[src/rtl/freq_counter_pkg.sv]
// Shared types and constants for the frequency counter front end and display driver.
package freq_counter_pkg;

  typedef enum logic [1:0] {
    COUNT,
    TENS,
    UNITS
  } state_t;

  typedef logic [3:0] bcd_t;

  localparam int unsigned DISPLAY_MAX = 99;
  localparam int unsigned BCD_RADIX   = 10;

endpackage

[src/rtl/freq_edge_counter_sync.sv]
// Two-flop synchroniser for an asynchronous input, followed by a rising-edge pulse.
module edge_sync_detect (
  input  logic clk,
  input  logic reset,
  input  logic signal,
  output logic rise
);

  logic sync1, sync2, prev;

  always_ff @(posedge clk) begin
    if (reset) begin
      sync1 <= 1'b0;
      sync2 <= 1'b0;
      prev  <= 1'b0;
    end else begin
      sync1 <= signal;
      sync2 <= sync1;
      prev  <= sync2;
    end
  end

  assign rise = sync2 & ~prev;

endmodule

[src/rtl/freq_edge_counter.sv]
// Counts synchronised rising edges over a fixed gate window and converts the
// count to two BCD digits by repeated subtraction, strobing load when done.
module freq_edge_counter
  import freq_counter_pkg::*;
#(
  parameter int unsigned UPDATE_PERIOD = 1200,
  parameter int unsigned EDGE_W        = 8
) (
  input  logic clk,
  input  logic reset,
  input  logic signal,
  output bcd_t ten_count,
  output bcd_t unit_count,
  output logic load,
  output logic overflow
);

  localparam int unsigned WIN_W = $clog2(UPDATE_PERIOD);

  logic             rise;
  logic [WIN_W-1:0] win_cnt;
  logic             win_end;
  logic [EDGE_W-1:0] edge_cnt, edge_inc;
  logic             over;
  logic [6:0]       clamped;

  state_t     state, state_n;
  logic [6:0] conv, conv_n;
  bcd_t       tens, tens_n;
  logic       ovf_pend, ovf_pend_n;
  bcd_t       ten_n, unit_n;
  logic       ovf_n, load_n;

  edge_sync_detect u_sync (
    .clk    (clk),
    .reset  (reset),
    .signal (signal),
    .rise   (rise)
  );

  assign win_end = (win_cnt == WIN_W'(UPDATE_PERIOD - 1));

  always_ff @(posedge clk) begin
    if (reset || win_end) win_cnt <= '0;
    else                  win_cnt <= win_cnt + WIN_W'(1);
  end

  // edge_inc doubles as the window snapshot: a rise in the window-end cycle
  // still belongs to the closing window.
  always_comb begin
    edge_inc = edge_cnt;
    if (rise && (edge_cnt != '1)) edge_inc = edge_cnt + EDGE_W'(1);
  end

  always_ff @(posedge clk) begin
    if (reset || win_end) edge_cnt <= '0;
    else                  edge_cnt <= edge_inc;
  end

  assign over    = (32'(edge_inc) > DISPLAY_MAX);
  assign clamped = over ? 7'(DISPLAY_MAX) : 7'(edge_inc);

  always_comb begin
    state_n    = state;
    conv_n     = conv;
    tens_n     = tens;
    ovf_pend_n = ovf_pend;
    ten_n      = ten_count;
    unit_n     = unit_count;
    ovf_n      = overflow;
    load_n     = 1'b0;
    case (state)
      COUNT: begin
        if (win_end) begin
          conv_n     = clamped;
          ovf_pend_n = over;
          tens_n     = '0;
          state_n    = TENS;
        end
      end
      TENS: begin
        if (conv >= 7'(BCD_RADIX)) begin
          conv_n = conv - 7'(BCD_RADIX);
          tens_n = tens + 4'd1;
        end else begin
          state_n = UNITS;
        end
      end
      UNITS: begin
        ten_n   = tens;
        unit_n  = conv[3:0];
        ovf_n   = ovf_pend;
        load_n  = 1'b1;
        state_n = COUNT;
      end
      default: state_n = COUNT;
    endcase
  end

  always_ff @(posedge clk) begin
    if (reset) begin
      state      <= COUNT;
      conv       <= '0;
      tens       <= '0;
      ovf_pend   <= 1'b0;
      ten_count  <= '0;
      unit_count <= '0;
      overflow   <= 1'b0;
      load       <= 1'b0;
    end else begin
      state      <= state_n;
      conv       <= conv_n;
      tens       <= tens_n;
      ovf_pend   <= ovf_pend_n;
      ten_count  <= ten_n;
      unit_count <= unit_n;
      overflow   <= ovf_n;
      load       <= load_n;
    end
  end

  a_window_in_count: assert property (@(posedge clk) disable iff (reset)
    win_end |-> (state == COUNT));

endmodule
[config.mk]
export PLATFORM = sky130hd
export DESIGN_NAME = freq_edge_counter
export DESIGN_NICKNAME = d
export VERILOG_FILES = /design/src/rtl/freq_counter_pkg.sv /design/src/rtl/freq_edge_counter_sync.sv /design/src/rtl/freq_edge_counter.sv
export SDC_FILE = /design/constraint.sdc
export NUM_CORES = 1
export LEC_CHECK = 0
export ABC_CLOCK_PERIOD_IN_PS = 1800
export BUFFER_PORTS_ARGS = -buffer_cell sky130_fd_sc_hd__clkbuf_2
export CORE_MARGIN = 2
export CORE_UTILIZATION = 30
export CTS_CLUSTER_SIZE = 28
export DETAILED_ROUTE_END_ITERATION = 8
export GPL_TIMING_DRIVEN = 1
export PLACE_DENSITY_LB_ADDON = 0.12
export SYNTH_ARGS = -nofsm -noshare
export SYNTH_HDL_FRONTEND = slang
export SYNTH_SLANG_ARGS = --single-unit
[constraint.sdc]
create_clock -name clk -period 1.8 [get_ports clk]
set_input_delay 0.54 -clock clk [delete_from_list [all_inputs] [get_ports clk]]
set_output_delay 0.54 -clock clk [all_outputs]
set_load 0.03 [all_outputs]
Word-level counts from Yosys, hierarchy flattened
Cells that the tools add are included.
W data, S select, Z words.

cells by class
  add/sub/neg operators = 4
  multiply operators = 0
  divide/modulo/power cells = 0
  magnitude comparators = 2
  equal/unequal tests = 7
  shift-type cells = 0
  mux-type cells = 12
  bitwise operators = 2
  reduce and logical (&&, ||, !) cells = 7

operator list
  operator                 number
  $mux W7                  3
  $pmux W7 S2              1
  $add A11 B1 Y11 const B  1
  $eq A11 B11 Y1 const B   1
  $add A8 B1 Y8 const B    1
  $gt A8 B7 Y1 const B     1
  $mux W4                  2
  $mux W8                  1
  $ne A8 B8 Y1 const B     1
  $pmux W4 S2              1
  $ge A7 B4 Y1 const B     1
  $sub A7 B4 Y7 const B    1
  $ne A2 B2 Y1 const B     3
  $add A4 B1 Y4 const B    1
  $mux W2                  2
  $pmux W2 S2              1
  $reduce_and A2 Y1        2
  $reduce_and A3 Y1        1
  $eq A2 B1 Y1 const B     1
  $eq A2 B2 Y1 const B     1
  $logic_not A2 Y1         1
  $reduce_bool A2 Y1       1
  $and A1 B1 Y1            1
  $logic_and A1 B1 Y1      1
  3 further kinds          3

storage, ports and cells
  register bits after elaboration = 46
  latch bits = 0
  RAM bits = 0
  ROM bits = 0
  input bits = 3
  output and inout bits = 10
  logic and storage cells = 47
  memories = 0

Longest topological paths before layout
  depth after elaboration = 8
  gate-level depth with buffers = 8
  depth with buffers taken out = 8

Hierarchy
A second synthesis with hierarchy kept.

second synthesis, totals
  cell total of the unflattened synthesis = 233
  area total of the unflattened synthesis = 2,089.5 µm²

modules (own cells, without submodules)
  module             times used  cells an instance  area an instance (µm²)  sequential area each (µm²)
  freq_edge_counter  1           226                2,001.9                 860.8
  edge_sync_detect   1           7                  87.6                    60.1

Least setup slack after synthesis
Ideal clock, no wire load.

  path kind = register to register
  from = reg edge_cnt[0]
  to = reg conv[3]
  library setup time = 74 ps
  arrival time = 1,845 ps
  data required time = 1,726 ps
  path slack = -119 ps
  cell stages (with the launch flop) = 8
  buffers on the path = 0
  period minus slack after synthesis = 1,919 ps
  cells stage by stage = dfxtp_1 > ha_1 > nand3_1 > nor4b_1 > xnor2_1 > nand2_1 > or4_1 > a31oi_1

between the ends
  cells in the longest elaborated chain, start to end = 7
  elaborated cells on any way between the ends = 8
  classes of those cells = add/sub: 1; order compare: 1; eq/ne: 1; mux: 4; reduce/logical: 1

RTL lines
  what                                                   line                      source
  start, declared                                        freq_edge_counter.sv:23   logic [EDGE_W-1:0] edge_cnt, edge_inc;
  start signal, assigned                                 freq_edge_counter.sv:57   else edge_cnt <= edge_inc;
  branches (longest 2 deep; another with $add A8 B1 Y8)  n/a
  $mux W8 (*)                                            freq_edge_counter.sv:52   if (rise && (edge_cnt != '1)) edge_inc = edge_cnt + EDGE_W'(1);
  $gt A8 B7 Y1                                           freq_edge_counter.sv:60   assign over = (32'(edge_inc) > DISPLAY_MAX);
  $mux W7 (*)                                            freq_edge_counter.sv:61   assign clamped = over ? 7'(DISPLAY_MAX) : 7'(edge_inc);
  $mux W7 (*)                                            freq_edge_counter.sv:74   if (win_end) begin
  $pmux W7 S2 (*)                                        freq_edge_counter.sv:72   case (state)
  end signal, assigned                                   freq_edge_counter.sv:112  conv <= conv_n;
  end, declared                                          freq_edge_counter.sv:28   logic [6:0] conv, conv_n;

Mark *: on every way between the ends. The select of a mux whose other input is x is not followed.
A chain may end at the register's enable or synchronous reset.

Worst setup path in the final report
  from = reg edge_cnt[2]
  to = reg conv[3]

Same word-level chain as after synthesis.

==> metrics.csv <==
metric,value,unit
cts_root_buf,clkbuf_8,
hp-class,reg2reg,
grt_pass1_wl,8.25,mm
worstMarginPinSlew,370,ps
fin_crit_sh,1.05,
hold_violations,0,
fin_skew,13.5,ps
ioPinCount,13,
power.total,0.00177,W
clockPowerShare,0.376,
outcome,"finished, violations left",
power.switching,0.000401,W
cp-start-kind,flop,
slew_headroom,0.752,
grt_util_all_layers,0.140,
layout.cells.non_filler,400,
swShare,0.227,
fin_nets,326,
initial_core_util,0.308,
drtAntennaViolNets,0,
synth_cells,240,
final_layout_size_suffix_gt1_frac,0.406,
drt-initial-drc-count,66,
via_per_inst,4.71,
worstPathRequired,2040,ps
routed-via-count,1885,
holdBufCountCts,0,
placed_cell_area,0.00265,mm²
die_h,87.3,µm
combPwrFrac,0.041,
critPathArrivalTime,2130,ps
violations,setup timing,
clkLatencyLatePin,300,ps
core_area,0.00676,mm²
syn_area,0.00208,mm²
grt_max_degree,29,
cts-buffers-inserted,5,
grt_pass1_vias,1729,
finalSetupViolCount,5,
maxSlewViolCount,0,
timing.final.ws_setup,-94.3,ps
ir_worst_vdd,0.227,mV
max-cap-violations,0,
io_buffers,12,
cts_tree,built,
synth_seq_area_share,0.443,
synth_edf_count,0,
die_w,87.3,µm
synth.net_count,247,
drc,0,
gp_congestion,0.781,
ys_seq_elements,46,
cts_max_level,2,
cts_sinks,46,
clkTransAtPathRegs,90,ps
rows,30,
dieArea,0.00762,mm²
async_reset_ff_frac,0,
leakage,1.24,nW
dpl.cell_count,378,
p_per_area,584,mW/mm²
rsz0062_at_grt,yes,
syn_area_per_cell,8.67,µm²
grt_overflow_total,0,
slowest_stage,or4_1,
timing.final.crit_period,1890,ps
path_class,reg2reg,
hpwl,3.58,mm
detail_route.wl_per_cell,13.1,µm
antenna_found_initial,0,
path_max_fanout,5,
drt_pass1_iterations,4,
clock_path_buffers,2,
fmax,0.528,GHz
intPower,0.00137,W
crit_chain,"nand3_2, nor3_4, mux2i_4, nor2_1, or4_1, a31oi_1",
synth_flop_cell,dfxtp_1,
wirelength,5.23,mm
p_seq_frac,0.584,
slowest_delay,480,ps
area_growth,45.8,%
fill_cells,687,
ys_types,44,
endpoint_kind,flop,
stdcell_area,0.00303,mm²
yosys_warnings,0,
antenna_cells,0,
## layout by cell type, fill, tap and decap left out, types with 5 or more instances in the layout
master,instances
a21oi_1,15
buf_4,63
clkbuf_2,12
clkbuf_8,6
dfxtp_1,37
dfxtp_2,6
inv_1,6
nand2_1,30
nand3_1,11
nand4_1,5
nor2_1,31
nor2b_1,5
nor3_1,5
o21ai_0,5
xor2_1,11
## Yosys cell counts, types with 2 or more instances
cell type,n,area (µm²)
or4_1,2,15.0
o211ai_1,2,15.0
xnor2_1,4,35.0
mux2i_1,3,30.0
xor2_1,11,96.3
nand2_1,32,120
a21oi_1,17,85.1
dfxtp_1,46,921
nand2b_1,2,12.5
and4_1,2,17.5
nor2b_1,8,50.1
nand4_1,5,31.3
nor3_1,6,30.0
or2_2,2,12.5
clkbuf_1,5,18.8
a211oi_1,5,37.5
o21ai_0,7,35.0
nor3b_1,2,15.0
inv_1,7,26.3
nand3_1,14,70.1
nor2_1,31,116
ha_1,4,50.1
buf_2,2,10.0
## path summary, 6_finish.rpt
| path | start | endpoint | slack (ps) | cells past startpoint |
|---|---|---|---|---|
| max | edge_cnt[2] | conv[3] | -90 | 6 |
| min | u_sync.sync1 | u_sync.sync2 | 460 | 1 |
| max reg2reg | edge_cnt[2] | conv[3] | -90 | 6 |
| min reg2reg | u_sync.sync1 | u_sync.sync2 | 460 | 1 |
## state kept, by name (all words and copies together) (netlist names), 2 cells and up
| name | count |
|---|---|
| unit_count | 4 |
| win_cnt | 11 |
| ten_count | 4 |
| tens | 4 |
| conv | 7 |
| state | 2 |
| edge_cnt | 8 |
## through the flow
stage / util / hold slack (ps) / setup WS, ps / setup TNS (ps)
final: 0.449 / 456 / -94.3 / -288
after global routing: 0.449 / 472 / -175 / -976
after CTS: 0.421 / 459 / -47.0 / -113
after detailed placement: 0.393 / 445 / -150 / -704
after global placement: 0.393 / 443 / -116 / -703
after floorplan: - / 414 / 13.1 / 0
## power groups by stage
stage          registers (W)   logic, W  clock network (W)
2_1_floorplan        0.00106  0.0000323                  0
3_3_place_gp         0.00106  0.0000657                  0
3_5_place_dp         0.00106  0.0000662                  0
4_1_cts              0.00103  0.0000668           0.000694
5_1_grt              0.00104  0.0000794           0.000737
6_report             0.00103  0.0000724           0.000665
## critical path, delay by kind of cell, from the launching register on
kind	cells	cell delay, ps
AOI/OAI and AO/OA	1	130
muxes	1	350
and+or+nand+nor	4	990
DFF	1	380
## logic make-up after synthesis
kind of cell	share of synthesized area
multiplexers	0.0253
XOR/XNOR	0.0631
adder cells (fa/ha/maj)	0.0241
flip-flops	0.443
buffers and inverters	0.0283
AO/OA/AOI/OAI	0.126
AND/OR/NAND/NOR	0.291
## layout make-up
class / count / area (µm²) / area share
flip-flops and latches: 46 / 940 / 0.310
clock inverters: 2 / 12.5 / 0.00412
repair buffers: 80 / 598 / 0.197
clock buffers: 6 / 82.6 / 0.0272
well taps: 80 / 100 / 0.0330
multi-input cells: 179 / 1270 / 0.420
inverters: 7 / 26.3 / 0.00866
## layer usage
| metal | share of wire | up-vias | GRT usage |
|---|---|---|---|
| met5 | 0 | - | 0 |
| met4 | 0.011 | 0 | 0.0503 |
| met3 | 0.018 | 4 | 0.0284 |
| met2 | 0.48 | 16 | 0.232 |
| met1 | 0.49 | 872 | 0.178 |
| li1 | - | 993 | - |
## repair_timing
item,CTS,global route
pin swaps,6,10
buffers inserted,7,7
endpoints found under the setup margin,10,11
resized for setup,13,33
Power figures use the tool's default switching activity.
